<file path="config.mk">
export PLATFORM = sky130hd
export DESIGN_NAME = uart_rx
export DESIGN_NICKNAME = d
export VERILOG_FILES = /design/src/rtl/uart_pkg.sv /design/src/rtl/uart_sync.sv /design/src/rtl/uart_rx.sv
export SDC_FILE = /design/constraint.sdc
export NUM_CORES = 1
export LEC_CHECK = 0
export BUFFER_PORTS_ARGS = -buffer_cell sky130_fd_sc_hd__buf_2
export CELL_PAD_IN_SITES_DETAIL_PLACEMENT = 1
export CELL_PAD_IN_SITES_GLOBAL_PLACEMENT = 2
export CORE_UTILIZATION = 36
export DETAILED_ROUTE_END_ITERATION = 7
export MAX_ROUTING_LAYER = met4
export PLACE_DENSITY = 0.85
export SLEW_MARGIN = 15
export SYNTH_ARGS = -nofsm -noshare
export SYNTH_HDL_FRONTEND = slang
export SYNTH_SLANG_ARGS = --single-unit
</file>
<file path="constraint.sdc">
create_clock -name r_clk -period 1.48 [get_ports r_clk]
set_input_delay 0.148 -clock r_clk [delete_from_list [all_inputs] [get_ports r_clk]]
set_output_delay 0.148 -clock r_clk [all_outputs]
set_load 0.005 [all_outputs]
</file>
<file path="src/rtl/uart_pkg.sv">
// rtl/uart_pkg.sv - shared UART constants, receiver state type and vote helper
package uart_pkg;

  localparam int DATA_BITS         = 8;
  localparam int UART_CLKS_PER_BIT = 16;

  typedef enum logic [2:0] {
    IDLE,
    START,
    DATA,
    STOP,
    BREAK
  } uart_rx_state_t;

  function automatic logic maj3(input logic a, input logic b, input logic c);
    return (a & b) | (a & c) | (b & c);
  endfunction

endpackage

</file>
<file path="src/rtl/uart_sync.sv">
// rtl/uart_sync.sv - 2-flop line synchronizer, reset to idle-high
// UART_RX_MAJORITY_EN adds a 3-sample majority vote behind the synchronizer.
module uart_sync (
  input  logic i_clk,
  input  logic i_rst_n,
  input  logic i_async,
  output logic o_sync
);
  import uart_pkg::*;

  logic r_meta;
  logic r_sync;

  always_ff @(posedge i_clk or negedge i_rst_n) begin
    if (!i_rst_n) begin
      r_meta <= 1'b1;
      r_sync <= 1'b1;
    end else begin
      r_meta <= i_async;
      r_sync <= r_meta;
    end
  end

`ifdef UART_RX_MAJORITY_EN
  // Two older samples plus the current one; a lone spike never wins the vote.
  logic [1:0] r_hist;

  always_ff @(posedge i_clk or negedge i_rst_n) begin
    if (!i_rst_n) begin
      r_hist <= 2'b11;
    end else begin
      r_hist <= {r_hist[0], r_sync};
    end
  end

  assign o_sync = maj3(r_sync, r_hist[0], r_hist[1]);
`else
  assign o_sync = r_sync;
`endif

endmodule

</file>
<file path="src/rtl/uart_rx.sv">
// rtl/uart_rx.sv - 8N1 UART receiver with valid and framing-error pulses
// Optional input majority filter: UART_RX_MAJORITY_EN (inside uart_sync).
module uart_rx
  import uart_pkg::*;
#(
  parameter int CLKS_PER_BIT = UART_CLKS_PER_BIT
) (
  input  logic                 r_clk,
  input  logic                 r_rst,
  input  logic                 rx_in,
  output logic [DATA_BITS-1:0] rx_data,
  output logic                 rx_valid,
  output logic                 frame_err,
  output logic                 rx_busy
);

  localparam int CNT_W = $clog2(CLKS_PER_BIT);
  localparam int IDX_W = $clog2(DATA_BITS);
  localparam logic [CNT_W-1:0] HALF_M1  = CNT_W'(CLKS_PER_BIT / 2 - 1);
  localparam logic [CNT_W-1:0] FULL_M1  = CNT_W'(CLKS_PER_BIT - 1);
  localparam logic [IDX_W-1:0] LAST_IDX = IDX_W'(DATA_BITS - 1);

  logic                 w_rx_s;
  uart_rx_state_t       r_state,   w_state_nx;
  logic [CNT_W-1:0]     r_clk_cnt, w_clk_cnt_nx;
  logic [IDX_W-1:0]     r_bit_idx, w_bit_idx_nx;
  logic [DATA_BITS-1:0] r_shift,   w_shift_nx;
  logic [DATA_BITS-1:0] r_data,    w_data_nx;
  logic                 r_valid,   w_valid_nx;
  logic                 r_err,     w_err_nx;

  uart_sync u_sync (
    .i_clk   (r_clk),
    .i_rst_n (r_rst),
    .i_async (rx_in),
    .o_sync  (w_rx_s)
  );

  always_ff @(posedge r_clk or negedge r_rst) begin
    if (!r_rst) begin
      r_state   <= IDLE;
      r_clk_cnt <= '0;
      r_bit_idx <= '0;
      r_shift   <= '0;
      r_data    <= '0;
      r_valid   <= 1'b0;
      r_err     <= 1'b0;
    end else begin
      r_state   <= w_state_nx;
      r_clk_cnt <= w_clk_cnt_nx;
      r_bit_idx <= w_bit_idx_nx;
      r_shift   <= w_shift_nx;
      r_data    <= w_data_nx;
      r_valid   <= w_valid_nx;
      r_err     <= w_err_nx;
    end
  end

  always_comb begin
    w_state_nx   = r_state;
    w_clk_cnt_nx = r_clk_cnt;
    w_bit_idx_nx = r_bit_idx;
    w_shift_nx   = r_shift;
    w_data_nx    = r_data;
    w_valid_nx   = 1'b0;
    w_err_nx     = 1'b0;

    case (r_state)
      IDLE: begin
        if (!w_rx_s) begin
          w_state_nx   = START;
          w_clk_cnt_nx = '0;
        end
      end

      // Re-check the line at mid start bit so short low pulses are ignored.
      START: begin
        if (r_clk_cnt == HALF_M1) begin
          w_clk_cnt_nx = '0;
          if (!w_rx_s) begin
            w_state_nx   = DATA;
            w_bit_idx_nx = '0;
          end else begin
            w_state_nx = IDLE;
          end
        end else begin
          w_clk_cnt_nx = r_clk_cnt + 1'b1;
        end
      end

      DATA: begin
        if (r_clk_cnt == FULL_M1) begin
          w_clk_cnt_nx          = '0;
          w_shift_nx[r_bit_idx] = w_rx_s;
          if (r_bit_idx == LAST_IDX) begin
            w_state_nx = STOP;
          end else begin
            w_bit_idx_nx = r_bit_idx + 1'b1;
          end
        end else begin
          w_clk_cnt_nx = r_clk_cnt + 1'b1;
        end
      end

      STOP: begin
        if (r_clk_cnt == FULL_M1) begin
          w_clk_cnt_nx = '0;
          if (w_rx_s) begin
            w_data_nx  = r_shift;
            w_valid_nx = 1'b1;
            w_state_nx = IDLE;
          end else begin
            w_err_nx   = 1'b1;
            w_state_nx = BREAK;
          end
        end else begin
          w_clk_cnt_nx = r_clk_cnt + 1'b1;
        end
      end

      // A line stuck low must return high before a new start is armed.
      BREAK: begin
        if (w_rx_s) begin
          w_state_nx = IDLE;
        end
      end

      default: begin
        w_state_nx = IDLE;
      end
    endcase
  end

  assign rx_data   = r_data;
  assign rx_valid  = r_valid;
  assign frame_err = r_err;
  assign rx_busy   = (r_state != IDLE);

endmodule

</file>
==> results of run 1 <==
==> flip-flops by register name, summed over array words and instances, names as in the netlist <==
name and flops:
r_bit_idx 3, r_state 3, r_shift 8, frame_err 1, rx_data 8, rx_valid 1, u_sync.r_meta 1, r_clk_cnt 4
u_sync.o_sync 1
==> final timing paths <==
path / startpoint / end / slack (ns) / cells past startpoint
setup / recovery: r_state[1] / r_bit_idx[0] / -0.14 / 7
hold / removal: u_sync.r_meta / u_sync.o_sync / 0.36 / 0
setup reg to reg: r_state[1] / r_bit_idx[0] / -0.14 / 7
hold reg to reg: u_sync.r_meta / u_sync.o_sync / 0.36 / 0
max in group asynchronous: r_rst / r_state[0] / 0.56 / 2
min in group asynchronous: r_rst / r_shift[3] / 0.43 / 2
==> per-stage QoR <==
step                      hold slack (ns)  setup TNS (ns)  total power (µW)
after floorplan                   -0.1476         -0.1351              1513
after global placement             0.2052         -0.3726              1772
after detailed placement           0.2198          -1.343              1833
after CTS                          0.3578         -0.4680              3066
after global routing               0.3639          -1.542              3443
final                              0.3567         -0.6366              3281
==> layout by cell type (no fill, tap or decap), types with 2 or more instances in the layout <==
| cell | synthesis | final |
|---|---|---|
| dfrtp_1 | 28 | 24 |
| buf_4 | 3 | 24 |
| mux2_2 | 16 | 15 |
| buf_2 | 1 | 13 |
| clkbuf_8 | 0 | 6 |
| nor2_1 | 5 | 5 |
| nand3_1 | 5 | 4 |
| inv_1 | 4 | 4 |
| nand4_1 | 4 | 4 |
| mux2i_1 | 4 | 4 |
| dfrtp_2 | 0 | 4 |
| and3_4 | 0 | 3 |
| nand2_1 | 3 | 3 |
| mux2_4 | 0 | 3 |
| buf_6 | 0 | 3 |
| or3_1 | 2 | 2 |
| nand4_4 | 1 | 2 |
| a21oi_1 | 2 | 2 |
| o2bb2ai_1 | 2 | 2 |
| nor4b_4 | 1 | 2 |
| nor3_1 | 2 | 2 |
| ha_4 | 0 | 2 |
| bufinv_16 | 0 | 2 |
| dlygate4sd3_1 | 0 | 2 |
| buf_12 | 0 | 2 |
| dfstp_2 | 2 | 2 |
==> per-layer routing <==
layer  vias up  GRT usage (%)  wire length, µm
met3         9          4.225              105
met2        21          31.90             2016
met5         -              -                0
li1        496              -                -
met4         0          10.83               77
met1       561          23.36             1561
==> cells in the mapped netlist, drive strengths merged <==
library cell | number | share of area [%]
a22o | 1 | 0.62
and4b | 1 | 0.70
nand4 | 5 | 3.3
ha | 3 | 2.6
dfstp | 2 | 3.7
buf | 4 | 1.9
nor3 | 2 | 0.70
or3 | 2 | 0.88
inv | 4 | 1.1
mux2 | 18 | 14
nor3b | 1 | 0.53
a21o | 1 | 0.53
xnor2 | 1 | 0.62
nor4b | 3 | 3.8
clkbuf | 2 | 0.53
mux2i | 4 | 2.8
and2 | 2 | 0.88
and3 | 3 | 1.3
and2b | 1 | 0.53
dfrtp | 28 | 49
o211ai | 1 | 0.88
o2bb2ai | 2 | 1.2
and4bb | 1 | 0.88
a21oi | 2 | 0.70
nand2 | 3 | 0.79
o21bai | 1 | 0.53
nor2 | 5 | 1.3
a41oi | 1 | 0.62
o32ai | 1 | 0.62
nand3 | 5 | 1.8
==> power groups by stage <==
| stage | Combinational, µW | Clock, µW | Sequential, µW |
|---|---|---|---|
| after detailed placement | 773 | 0 | 1060 |
| after global placement | 722 | 0 | 1050 |
| after global routing | 1250 | 1090 | 1100 |
| after CTS | 965 | 1050 | 1050 |
| final | 1150 | 1050 | 1080 |
| after floorplan | 500 | 0 | 1010 |
==> layout make-up <==
type | instances | area share [%]
tap | 48 | 2.927
sequential | 30 | 36.95
clock buffer | 6 | 4.024
inverter | 4 | 0.7317
multi-input combinational | 71 | 35.91
timing repair buffer | 44 | 16.52
clock inverter | 2 | 2.927
==> cells by family after synthesis <==
logic type	share of synthesized area, %
AO/OA/AOI/OAI	5.728
AND/OR/NAND/NOR	17.36
XOR/XNOR	0.6169
multiplexers	17.09
buffers and inverters	3.524
adder cells (fa/ha/maj)	2.643
flip-flops	53.04
==> timing repair <==
| action | in CTS | in global routing |
|---|---|---|
| gates resized for setup | 15 | 13 |
| buffers inserted | 7 | 4 |
| cloned | 1 | 0 |
| hold endpoints to repair | 29 | 0 |
| hold buffers | 2 | 0 |
| pin swaps | 6 | 7 |
| setup endpoints to repair | 19 | 21 |
==> flow_summary.toml, run 1 <==
[status]
status = "complete, but fails checks"
violations = "negative setup slack"

[floorplan]
fp-row-count = 22
die_h_um = 64.81
dieArea_um2 = 4200
initial_core_util_pct = 38.22
core_area_um2 = 3716
fp.dieW_um = 64.81
io_pins = 14

[cts]
clkLatencyLatePin_ns = 0.29
clkTransAtPathRegs_ns = 0.06
htreeDepth = 2
clock_tree.root_cell = "clkbuf_8"
ctsLongestPathBuffers = 2
cts_buffers = 5
clkSinkCount = 30
tritoncts = "yes"

[logic_synthesis]
syn_nets = 116
syn_area_um2 = 1420
yosys_warnings = 0
syn_avg_cell_area_um2 = 12.91
ys_seq_elements = 30
syn_inst = 110
ys_seq_area_share_pct = 53.04
synth_cell_type_count = 34

[grt]
grt_pass1_wl_mm = 5.830
gr-usage-all-layers_pct = 19.96
grt_overflow = 0
grt_pass1_vias = 1143
grt_start_max_net_pins = 31
antenna_found_initial = 0

[critical_path]
crit_family = "buffers and inverters"
end_kind = "register"
crit_chain = "buf_12, nor4b_4, buf_4, buf_4, buf_4, buf_4, mux2_4"
critPathMaxFanout = 6
cp-start-kind = "register"
cpMostUsedCell = "buf_4"
crit_buf_inv = 5
cp_data_required_time_ns = 1.66
crit_path_top_delay_cell = "dfrtp_2"
crit_path_max_incr_delay_ns = 0.45
arrival_ns = 1.80
worstSetupPathType = "register to register"

[route]
wl_per_cell_um = 18.34
drt-initial-drc-count = 24
drc = 0
drtPass1Iterations = 4
finalWirelength_mm = 3.760
vias_per_cell = 5.302
detail-route-antenna-nets = 0
num_vias = 1087

[sta]
drv_slew = 0
finalWorstSetupSlack_ns = -0.1388
relSlewSlack_pct = 55.25
tightest_slew_ns = 0.6712
skew_ns = 0.006709
period_needed_ns = 1.619
hold_violations = 0
rsz0062_at_grt = "true"
max_freq_mhz = 617.8
finalSetupViolations = 13
finalCritPeriodShare_pct = 109.4

[placement]
gp_congestion = 0.8232
io_buffer_count = 13
place_inst = 183
hpwl_mm = 2.233
dp_slack_ns = -0.1983
place_area_um2 = 1648

[power]
p_switching_uw = 974.9
irDropWorstVdd_v = 0.0008395
clock_power_share_pct = 31.9
power_frac_comb_pct = 35.1
p_seq_share_pct = 33.0
internal-power_uw = 2306
leakagePower_uw = 0.001004
power_density_nw_per_um2 = 1599
swShare_pct = 29.72

[final_layout]
diodes = 0
multiInputGateArea_um2 = 737.0
final_layout_size_suffix_gt1_share_pct = 57.96
final_util_pct = 55.22
fin_area_um2 = 2052
fin_nets = 162
fill_cells = 386
area_growth_pct = 44.49
ff_latch_area_um2 = 758.2
final_cells = 205

[hold_path]
hold_path.class = "register to register"

[run]
max_cap_viol_count = 0
Power figures use the tool's default switching activity.
==> inputs of run 2 (changes only) <==
Settings changed: ABC_AREA set to 1, CORE_UTILIZATION 36 to 35, PLACE_DENSITY 0.85 to 0.87.
Clock period 1.48 ns to 1.85 ns, I/O delays scaled along.
==> flow_summary.toml, run 2 <==
[status]
status = "finished, final reports clean"

[grt]
grt_pass1_wl_mm = 4.947
grt_pass1_vias = 1141
grt_start_max_net_pins = 31
grt_overflow = 0
gr-usage-all-layers_pct = 15.69
antenna_found_initial = 0

[sta]
max_freq_mhz = 640.3
setup_tns_ns = 0
hold_violations = 0
skew_ns = 0.002529
relSlewSlack_pct = 55.22
fin_hold_ws_ns = 0.3584
period_needed_ns = 1.562
drv_slew = 0
finalSetupViolations = 0
finalCritPeriodShare_pct = 84.42
rsz0062_at_grt = "false"
tightest_slew_ns = 0.6716

[floorplan]
io_pins = 14
core_area_um2 = 4000
dieArea_um2 = 4456
fp-row-count = 23
fp.dieW_um = 66.76
die_h_um = 66.76
initial_core_util_pct = 36.69

[final_layout]
layout_common_cells = "nand2_1 (55), dfrtp_1 (28), buf_2 (13), nand3_1 (12), nor2_1 (9)"
diodes = 0
layout_commonest_cell = "nand2_1"
fill_cells = 478
fin_area_um2 = 1699
fin_nets = 191
final_layout_size_suffix_gt1_share_pct = 26.34
area_growth_pct = 15.77

[critical_path]
crit_buf_inv = 0
worstSetupPathType = "register to register"
cp_data_required_time_ns = 2.02
crit_path_max_incr_delay_ns = 0.47
crit_chain = "ha_1, ha_1, nand3b_2, nand2_2, nand3_2, nand2_1, nand2_1"
crit_family = "simple AND/OR/NAND/NOR gates"
crit_path_top_delay_cell = "dfrtp_1"
cp-start-kind = "register"
critPathMaxFanout = 8
end_kind = "register"
arrival_ns = 1.73

[route]
num_vias = 1153
wl_met2_mm = 1.360
drt-initial-drc-count = 37
wl_met3_um = 92
drtPass1Iterations = 4
drc = 0
wl_met1_mm = 1.430
finalWirelength_mm = 2.935
detail-route-antenna-nets = 0
wl_per_cell_um = 12.44
highest_layer = "met4"
vias_per_cell = 4.886

[logic_synthesis]
synth-edff-count = 0
synth_cell_type_count = 24
ys_seq_area_share_pct = 51.32
synth_top_area_share_pct = 47.74
synthTopCellsByArea = "dfrtp_1 (48%), nand2_1 (14%), nand3_1 (4.1%), nor2_4 (3.8%), dfstp_2 (3.6%)"
syn_area_um2 = 1468
syn_avg_cell_area_um2 = 8.949
yosys.area.top_type = "dfrtp_1"
syn_nets = 170
syn_inst = 164
yosys-top-cells-count = "nand2_1 (55), dfrtp_1 (28), nand3_1 (12)"
synth_ff_type = "dfrtp_1"
ys_seq_elements = 30
yosys_warnings = 0
yosysMostFrequentCell = "nand2_1"
synthArstFlopShare_pct = 100.0

[cts]
clkSinkCount = 30
ctsLongestPathBuffers = 2
postCtsSetupBuffers = 0
cts_buffers = 5
htreeDepth = 2
cts_hold_buf = 2
clkLatencyLatePin_ns = 0.28
clock_tree.root_cell = "clkbuf_8"
cts_resized = 0
clkTransAtPathRegs_ns = 0.06
tritoncts = "yes"

[placement]
gp_congestion = 0.7801
hpwl_mm = 2.253
io_buffer_count = 13
place_area_um2 = 1584

[power]
leakagePower_uw = 0.0008732
power_density_nw_per_um2 = 1212
irDropWorstVdd_v = 0.0005130

[hold_path]
hold_path.class = "register to register"

[run]
max_cap_viol_count = 0
run 2: changes by cell type after synthesis, sizes merged, moves of 3 or more:
cell	change
inv	+8
and3	-3
nor4b	-3
mux2	-18
nand2	+57
mux2i	-4
o21ai	+12
buf	-3
nor2	+12
nand3	+12
run 2: through the flow:
| step | util, % | total power, µW | instances | setup slack [ns] |
|---|---|---|---|---|
| final | 42.48 | 2060 | 236 | 0.2882 |
| after global routing | 42.48 | 2206 | 236 | 0.2047 |
| after CTS | 42.48 | 2096 | 236 | 0.2782 |
| after detailed placement | 39.60 | 1537 | 226 | 0.2923 |
| after global placement | 39.60 | 1501 | 226 | 0.3773 |
| after floorplan | - | 1391 | 164 | 0.4473 |
run 2: final cells by class:
class	instances	area (µm²)	area share, %
multi-input cells	120	649.4	38.22
flip-flops and latches	30	753.2	44.33
inverters	13	53.80	3.166
clock buffers	6	82.58	4.860
clock inverters	2	12.51	0.7364
repair buffers	15	85.08	5.007
well taps	50	62.56	3.682
run 2: worst paths after layout:
check	start	end	slack, ns	depth (start not counted)
setup reg to reg	r_bit_idx[0]	r_bit_idx[1]	0.29	7
hold / removal	u_sync.r_meta	u_sync.o_sync	0.36	0
min in group asynchronous	r_rst	r_state[2]	0.49	2
hold reg to reg	u_sync.r_meta	u_sync.o_sync	0.36	0
setup / recovery	r_bit_idx[0]	r_bit_idx[1]	0.29	7
max in group asynchronous	r_rst	rx_data[3]	0.92	2
run 2: per-layer routing:
metal | track usage, % | vias up
met3 | 5.822 | 7
met5 | - | -
met1 | 18.44 | 555
li1 | - | 575
met2 | 24.12 | 16
met4 | 6.383 | 0
run 2: kinds of logic (layout without fill, tap and decap cells):
logic type | Yosys count | in the layout | synth area share, %
compound gates | 15 | 15 | 5.370
xor+xnor | 1 | 1 | 0.5969
fa+ha+maj | 3 | 3 | 2.558
buf+inv | 14 | 36 | 4.433
flops | 30 | 30 | 51.32
simple gates | 101 | 101 | 35.72
run 2: worst reg2reg max path, cell delays in order, from the launching register on:
cell      delay [ns]
dfrtp_1         0.47
ha_1            0.24
ha_1            0.16
nand3b_2        0.22
nand2_2         0.13
nand3_2         0.09
nand2_1         0.08
nand2_1         0.05
run 2: report_power, final:
group	leakage [µW]	switching (µW)	total (µW)	internal, µW
logic	0.000421	426	648	222
clock network	0.0000472	241	539	298
registers	0.000405	138	873	734
